<file path="config.mk">
export PLATFORM = sky130hd
export DESIGN_NAME = slc3_run_ctrl
export DESIGN_NICKNAME = d
export VERILOG_FILES = /design/src/rtl/slc3_run_ctrl.sv
export SDC_FILE = /design/constraint.sdc
export NUM_CORES = 1
export LEC_CHECK = 0
export BUFFER_PORTS_ARGS = -buffer_cell sky130_fd_sc_hd__buf_2
export CAP_MARGIN = 20
export CORE_MARGIN = 2
export CORE_UTILIZATION = 61
export DETAILED_ROUTE_END_ITERATION = 16
export PLACE_DENSITY_LB_ADDON = 0.15
export REMOVE_ABC_BUFFERS = 1
export SYNTH_ARGS = -nofsm -noshare
export SYNTH_HDL_FRONTEND = slang
export SYNTH_SLANG_ARGS = --single-unit
</file>
<file path="constraint.sdc">
create_clock -name Clk -period 4.1 [get_ports Clk]
set_clock_uncertainty 0.15 [all_clocks]
set_input_delay 0.205 -clock Clk [delete_from_list [all_inputs] [get_ports Clk]]
set_output_delay 0.205 -clock Clk [all_outputs]
set_load 0.01 [all_outputs]
</file>
<file path="src/rtl/slc3_run_ctrl.sv">
// rtl/slc3_run_ctrl.sv - Run/Continue pushbutton sequencer for the SLC-3 CPU core
//
// Synchronizes and debounces the active-low Run and Continue buttons, runs the
// IDLE/RUN/PAUSED sequencer, and drives the CPU clock-enable, start/resume
// pulses and the latched pause-code LEDs.
//
// Optional feature macro: SLC3_SINGLE_STEP_EN (single-step execution via step_mode).
//
// Ports:
//   Clk          in   system clock
//   Reset        in   asynchronous active-low reset
//   Run          in   raw Run pushbutton, active-low
//   Continue     in   raw Continue pushbutton, active-low
//   pause_req    in   CPU is in a PAUSE state
//   pause_code   in   [CODE_W] LED code carried by the PAUSE instruction
//   step_mode    in   single-step request (used only with SLC3_SINGLE_STEP_EN)
//   cpu_en       out  CPU state/register advance enable
//   start_pulse  out  1-cycle pulse: reset PC/ISDU and begin execution
//   resume_pulse out  1-cycle pulse: leave PAUSE state
//   paused       out  sequencer is in PAUSED
//   LED          out  [CODE_W] latched pause code

module slc3_run_ctrl #(
    parameter int DB_CYCLES = 500000,
    parameter int CODE_W    = 10
) (
    input  logic              Clk,
    input  logic              Reset,
    input  logic              Run,
    input  logic              Continue,
    input  logic              pause_req,
    input  logic [CODE_W-1:0] pause_code,
    input  logic              step_mode,
    output logic              cpu_en,
    output logic              start_pulse,
    output logic              resume_pulse,
    output logic              paused,
    output logic [CODE_W-1:0] LED
);

    localparam int                CNT_W   = $clog2(DB_CYCLES + 1);
    localparam logic [CNT_W-1:0]  CNT_MAX = CNT_W'(DB_CYCLES);

    // Button index 0 = Run, 1 = Continue
    localparam int BTN_RUN  = 0;
    localparam int BTN_CONT = 1;

    typedef enum logic [1:0] {
        ST_IDLE,
        ST_RUN,
        ST_PAUSED
    } state_e;

    logic [1:0]       raw_btn;
    logic [1:0]       sync1_q;
    logic [1:0]       sync2_q;
    logic [1:0]       db_q;
    logic [1:0]       db_d;
    logic [CNT_W-1:0] cnt_q [2];
    logic [CNT_W-1:0] cnt_d [2];
    logic [1:0]       press;

    state_e            state_q, state_d;
    logic              cpu_en_q, cpu_en_d;
    logic              start_q, start_d;
    logic              resume_q, resume_d;
    logic              paused_q, paused_d;
    logic [CODE_W-1:0] led_q, led_d;
    // Set when a pause has been taken; cleared once pause_req drops, so a
    // pause_req still high after resume is not taken a second time.
    logic              pause_block_q, pause_block_d;

    logic run_press;
    logic cont_press;

    assign raw_btn = {Continue, Run};

    // Debounce: the counter tracks consecutive cycles of disagreement between
    // the synchronized level and the accepted level; the accepted level flips
    // on the cycle after the count reaches DB_CYCLES. A press is the flip to 0.
    always_comb begin
        for (int i = 0; i < 2; i++) begin
            db_d[i]  = db_q[i];
            cnt_d[i] = '0;
            press[i] = 1'b0;
            if (sync2_q[i] != db_q[i]) begin
                if (cnt_q[i] == CNT_MAX) begin
                    db_d[i]  = sync2_q[i];
                    press[i] = ~sync2_q[i];
                end else begin
                    cnt_d[i] = cnt_q[i] + 1'b1;
                end
            end
        end
    end

    assign run_press  = press[BTN_RUN];
    assign cont_press = press[BTN_CONT];

    always_ff @(posedge Clk or negedge Reset) begin
        if (!Reset) begin
            sync1_q <= 2'b11;
            sync2_q <= 2'b11;
            db_q    <= 2'b11;
            cnt_q[0] <= '0;
            cnt_q[1] <= '0;
        end else begin
            sync1_q <= raw_btn;
            sync2_q <= sync1_q;
            db_q    <= db_d;
            cnt_q[0] <= cnt_d[0];
            cnt_q[1] <= cnt_d[1];
        end
    end

    // Sequencer; Run always takes priority over Continue and over pause_req.
    always_comb begin
        state_d       = state_q;
        start_d       = 1'b0;
        resume_d      = 1'b0;
        led_d         = led_q;
        pause_block_d = pause_block_q & pause_req;

        case (state_q)
            ST_IDLE: begin
                if (run_press) begin
                    state_d = ST_RUN;
                    start_d = 1'b1;
                end
            end
            ST_RUN: begin
                if (run_press) begin
                    start_d = 1'b1;
                end else if (pause_req && !pause_block_q) begin
                    state_d       = ST_PAUSED;
                    led_d         = pause_code;
                    pause_block_d = 1'b1;
                end
            end
            ST_PAUSED: begin
                if (run_press) begin
                    state_d = ST_RUN;
                    start_d = 1'b1;
                end else if (cont_press) begin
                    state_d  = ST_RUN;
                    resume_d = 1'b1;
                end
            end
            default: begin
                state_d = ST_IDLE;
            end
        endcase

        paused_d = (state_d == ST_PAUSED);
        cpu_en_d = (state_d == ST_RUN);
`ifdef SLC3_SINGLE_STEP_EN
        // Single-step: in RUN each Continue press advances the CPU one cycle.
        if ((state_d == ST_RUN) && step_mode) begin
            cpu_en_d = (state_q == ST_RUN) && cont_press && !run_press;
        end
`endif
    end

`ifndef SLC3_SINGLE_STEP_EN
    logic unused_step_mode;
    assign unused_step_mode = step_mode;
`endif

    always_ff @(posedge Clk or negedge Reset) begin
        if (!Reset) begin
            state_q       <= ST_IDLE;
            cpu_en_q      <= 1'b0;
            start_q       <= 1'b0;
            resume_q      <= 1'b0;
            paused_q      <= 1'b0;
            led_q         <= '0;
            pause_block_q <= 1'b0;
        end else begin
            state_q       <= state_d;
            cpu_en_q      <= cpu_en_d;
            start_q       <= start_d;
            resume_q      <= resume_d;
            paused_q      <= paused_d;
            led_q         <= led_d;
            pause_block_q <= pause_block_d;
        end
    end

    assign cpu_en       = cpu_en_q;
    assign start_pulse  = start_q;
    assign resume_pulse = resume_q;
    assign paused       = paused_q;
    assign LED          = led_q;

endmodule

</file>
======== After elaboration in Yosys (flattened, before gate mapping) ========
Cells that the tools add are included.
cells by class
  equality and inequality tests ........... 8
  add/sub/neg operators ................... 2
  reductions and logical operators ........ 7
  mux-type cells .......................... 22
  bitwise logic cells ..................... 4
operators by type and width
  kind                                            count
  two-way mux 19 bit                              4
  adder 19 x 1 -> 19 bit (second input constant)  2
  == test 19 bit (second input constant)          2
  two-way mux 1 bit                               12
  two-way mux 2 bit                               5
  case mux 2 bit (3 select lines)                 1
  == test 2 x 1 -> 1 bit (second input constant)  2
  == test 2 bit (second input constant)           2
  AND reduction 2 bit                             2
  NOT 1 bit                                       3
  AND reduction 3 bit                             1
  OR reduction 3 bit                              1
  logical NOT 2 bit                               1
  != test 1 bit                                   2
  AND 1 bit                                       1
  logical AND 1 bit                               1
  logical NOT 1 bit                               1
word-level totals
  output and inout port bits .............. 14
  bits of input ports ..................... 16
  logic and storage cells ................. 56
  flip-flop bits (word level) ............. 61

======== Logic depth before layout (Yosys ltp) ========
  depth in word-level cells ............... 7
  gate-level depth with buffers ........... 9
  gate-level depth less buffers ........... 7

======== Worst setup path before layout ========
OpenSTA, ideal clock, no wires.
  kind .................................... reg2reg
  from .................................... reg cnt_q[19] (netlist name)
  to ...................................... reg led_q[0] (netlist: LED[0])
  stages on the path, launching flop included .. 9
  setup slack ............................. 1.805 ns
  arrival ................................. 2.021 ns
  setup time .............................. 0.125 ns
  period minus slack after synthesis ...... 2.295 ns
  path through ............................ dfrtp_1 inv_1 ha_1 and4bb_2 nand4_1 or4b_1 buf_2 nand2_4 mux2_2
between the ends
  word-level cells in the longest chain between the ends .. 5
RTL lines
  what                           RTL line  source
  start, declared                59        logic [CNT_W-1:0] cnt_q [2];
  == test 19 bit                 87        if (cnt_q[i] == CNT_MAX) begin
  two-way mux 1 bit              87
  two-way mux 1 bit              86        if (sync2_q[i] != db_q[i]) begin
  NOT 1 bit (no line)            --
  AND reduction 3 bit (no line)  --
  end signal, assigned           184       led_q <= led_d;
  end, declared                  68        logic [CODE_W-1:0] led_q, led_d;
No other way between the ends.
A chain may end at the register's enable or synchronous reset.

======== Worst setup path after layout ========
  from .................................... reg cnt_q[19] (netlist name)
  to ...................................... reg led_q[5] (netlist: LED[5])
The elaborated chain is that of the path after synthesis.

==> summary.md <==
| Metric | Value |
|---|---|
| Clk pwr share | `0.322` |
| PortBufs | `28` |
| Die H | `71.1 um` |
| Post-layout minimum cycle time | `2.56 ns` |
| Crit-path max FO | `10` |
| WL final | `4720 um` |
| Peak Freq | `391 MHz` |
| Initial Util | `0.630` |
| CP arrival | `2.62 ns` |
| CTS tree | `yes` |
| Setup crit start kind | `flip-flop` |
| Clock Latency Late Sink | `0.33 ns` |
| CTS Buffer Depth | `2` |
| Vias | `1893` |
| Yosys warnings | `0` |
| Slew headroom | `0.514` |
| Sequential share of the synthesized area | `0.559` |
| Largest net degree at the start of global routing | `62` |
| Post-CTS Setup Repair Bufs | `0` |
| Post-synth EDFFs | `0` |
| Cts hold-fix bufs | `14` |
| Rows | `24` |
| Required time worst endpoint | `4.16 ns` |
| # diodes | `0` |
| Mapped Cells | `250` |
| Hold Path Class | `flip-flop to flip-flop` |
| Max-cap violations | `0` |
| Core Region | `0.00435 mm2` |
| CTS buffer count | `9` |
| Die area | `0.00505 mm2` |
| Mapped Area | `0.00274 mm2` |
| Critical path's top delay family | `simple AND/OR/NAND/NOR gates` |
| Fraction of registers with async set/reset | `1.00` |
| Slowest-stage cell, CP | `or4b_1` |
| GPL Wtd Cong | `0.773` |
| Period Utilization, post-route | `0.624` |
| I/O pins | `30` |
| First-pass GRT wire length | `8190 um` |
| Crit end category | `flip-flop` |
| PD cells | `441 mW/mm2` |
| Primary FF master, synth | `dfrtp_1` |
| Crit path cell chain | `inv_1 > ha_1 > and4bb_2 > nand4_1 > or4b_1 > nand2_4 > mux2_2` |
| DR pass1 iterations | `4` |
| Clk sinks | `61` |
| Initial antenna violation count | `0` |
| Clock transition at path regs | `0.06 ns` |
| CP bufs+invs | `1` |
| Total grt overflow | `0` |
| Switching Share | `0.260` |
| Internal power | `1.06 mW` |
| Final WS setup | `1.54 ns` |
| CTS resizes | `0` |
| Combinational Power Share | `0.172` |
| Area grow syn2layout | `18.3%` |
| Register area | `0.00153 mm2` |
| RSZ-0062 raised after global routing | `false` |
| Largest stage delay on the critical path | `0.72 ns` |
| Hold Vio Cnt, Final | `0` |
| VDD IR max | `0.000259 V` |
| Die span in x | `71.1 um` |
| Setup TNS | `0 ns` |
| Routed length per instance | `13.3 um` |
| Number of routed nets with antenna violations | `0` |
| Gr usage total | `0.208` |
| Unique masters post-synth | `33` |
| P_sw | `0.372 mW` |
| DR iter-0 viols | `134` |
| Worst-margin pin slew | `0.730 ns` |
| CTS root buffer | `clkbuf_8` |
| Vias/cell | `5.35` |
| Setup Crit Path Kind | `flip-flop to flip-flop` |
| Seq pwr share | `0.505` |
| Final core occ | `0.745` |
| Layout cells sized above 1 | `0.215` |
| Status | `finished clean` |
| Pre-CTS WS | `1.54 ns` |
| Vias in the first global route | `1856` |
| Fin. max-slew vios | `0` |
| Detailed Place HPWL | `2930 um` |
| Filler Cell Count | `276` |
| Leak | `1.50 nW` |
| Final setup violation count | `0` |
| DR DRC count | `0` |
| Nets | `317` |
| Syn_area_per_cell | `11.0 um2` |
| Multi-input logic area | `0.00114 mm2` |
| H-tree depth | `3` |
| Synthesized flop and latch total | `61` |
[cell type report]
type                            count  area share
Timing Repair Buffer               44      0.0910
Inverter                            9      0.0104
Clock inverter                      2     0.00309
Multi-Input combinational cell    172       0.352
Sequential cell                    61       0.473
Clock buffer                       14      0.0501
Tap cell                           52      0.0201
[cells by family after synthesis]
| group | synth area share |
|---|---|
| flops | 0.559 |
| compound gates | 0.0210 |
| simple gates | 0.214 |
| xor+xnor | 0.115 |
| buf+inv | 0.0237 |
| fa+ha+maj | 0.0182 |
| mux | 0.0493 |
[synthesized netlist by cell type, types with 2 or more instances]
| library cell | instances | area [um2] |
|---|---|---|
| dfrtp_1 | 55 | 1380 |
| nor2_1 | 43 | 161 |
| xor2_1 | 29 | 254 |
| nand2_1 | 13 | 48.8 |
| nand3_1 | 13 | 65.1 |
| mux2_2 | 12 | 135 |
| nand4_1 | 10 | 62.6 |
| inv_1 | 9 | 33.8 |
| clkbuf_1 | 7 | 26.3 |
| xnor2_1 | 7 | 61.3 |
| dfstp_2 | 6 | 158 |
| and3_1 | 5 | 31.3 |
| and4_1 | 5 | 43.8 |
| ha_1 | 4 | 50.1 |
| nor3_1 | 4 | 20.0 |
| a31oi_1 | 3 | 18.8 |
| nor3b_1 | 3 | 22.5 |
| nor4b_1 | 3 | 26.3 |
| a21oi_1 | 2 | 10.0 |
| nand4b_1 | 2 | 17.5 |
| nor4_1 | 2 | 12.5 |
| o21a_1 | 2 | 15.0 |
[worst paths after layout]
check	start	end	slack [ns]	cells after the start
min in group asynchronous	Reset	cnt_q[17]	0.40	3
max in group asynchronous	Reset	cnt_q[24]	2.91	3
worst min-delay path	sync1_q[0]	sync2_q[0]	0.21	0
worst max register to register	cnt_q[19]	LED[5]	1.54	7
worst max-delay path	cnt_q[19]	LED[5]	1.54	7
worst min register to register	sync1_q[0]	sync2_q[0]	0.21	0
[per-stage QoR]
stage               hold WS, ns  area [um2]  std cells  total power, mW
floorplan                -0.241        2710        242            0.872
finish                    0.206        3240        354             1.43
detailed placement        0.161        2930        324            0.972
global route              0.213        3240        354             1.50
CTS                       0.207        3240        354             1.45
global placement          0.162        2930        324            0.961
[flip-flops by register name, indices dropped and copies added (netlist names)]
register	count
cnt_q	38
db_q	2
start_pulse	1
resume_pulse	1
LED	10
state_q	2
sync2_q	2
paused	1
sync1_q	2
pause_block_q	1
cpu_en	1
[routing by layer]
layer	up-vias	global-route usage	wire length (um)
li1	944	-	-
met1	898	0.285	2320
met2	41	0.315	2160
met3	10	0.0456	167
met4	0	0.105	83
met5	-	0	0
[power by group through the flow]
stage	sequential, mW	clock [mW]	combinational [mW]
finish	0.723	0.462	0.247
floorplan	0.760	0	0.112
CTS	0.723	0.472	0.251
global route	0.734	0.495	0.273
detailed placement	0.733	0	0.239
global placement	0.730	0	0.231
[placed cells by master (no fill, tap or decap), drive strengths merged, types with 5 or more instances in the layout]
cell,synthesis,layout
nand2,14,14
dlygate4sd3,0,14
xnor2,7,7
and3,5,5
mux2,12,12
dfstp,6,6
nor2,43,43
buf,1,30
and4,5,5
inv,9,9
nand3,13,13
xor2,29,29
clkbuf,7,14
nand4,10,10
dfrtp,55,55
Power figures use the tool's default switching activity.
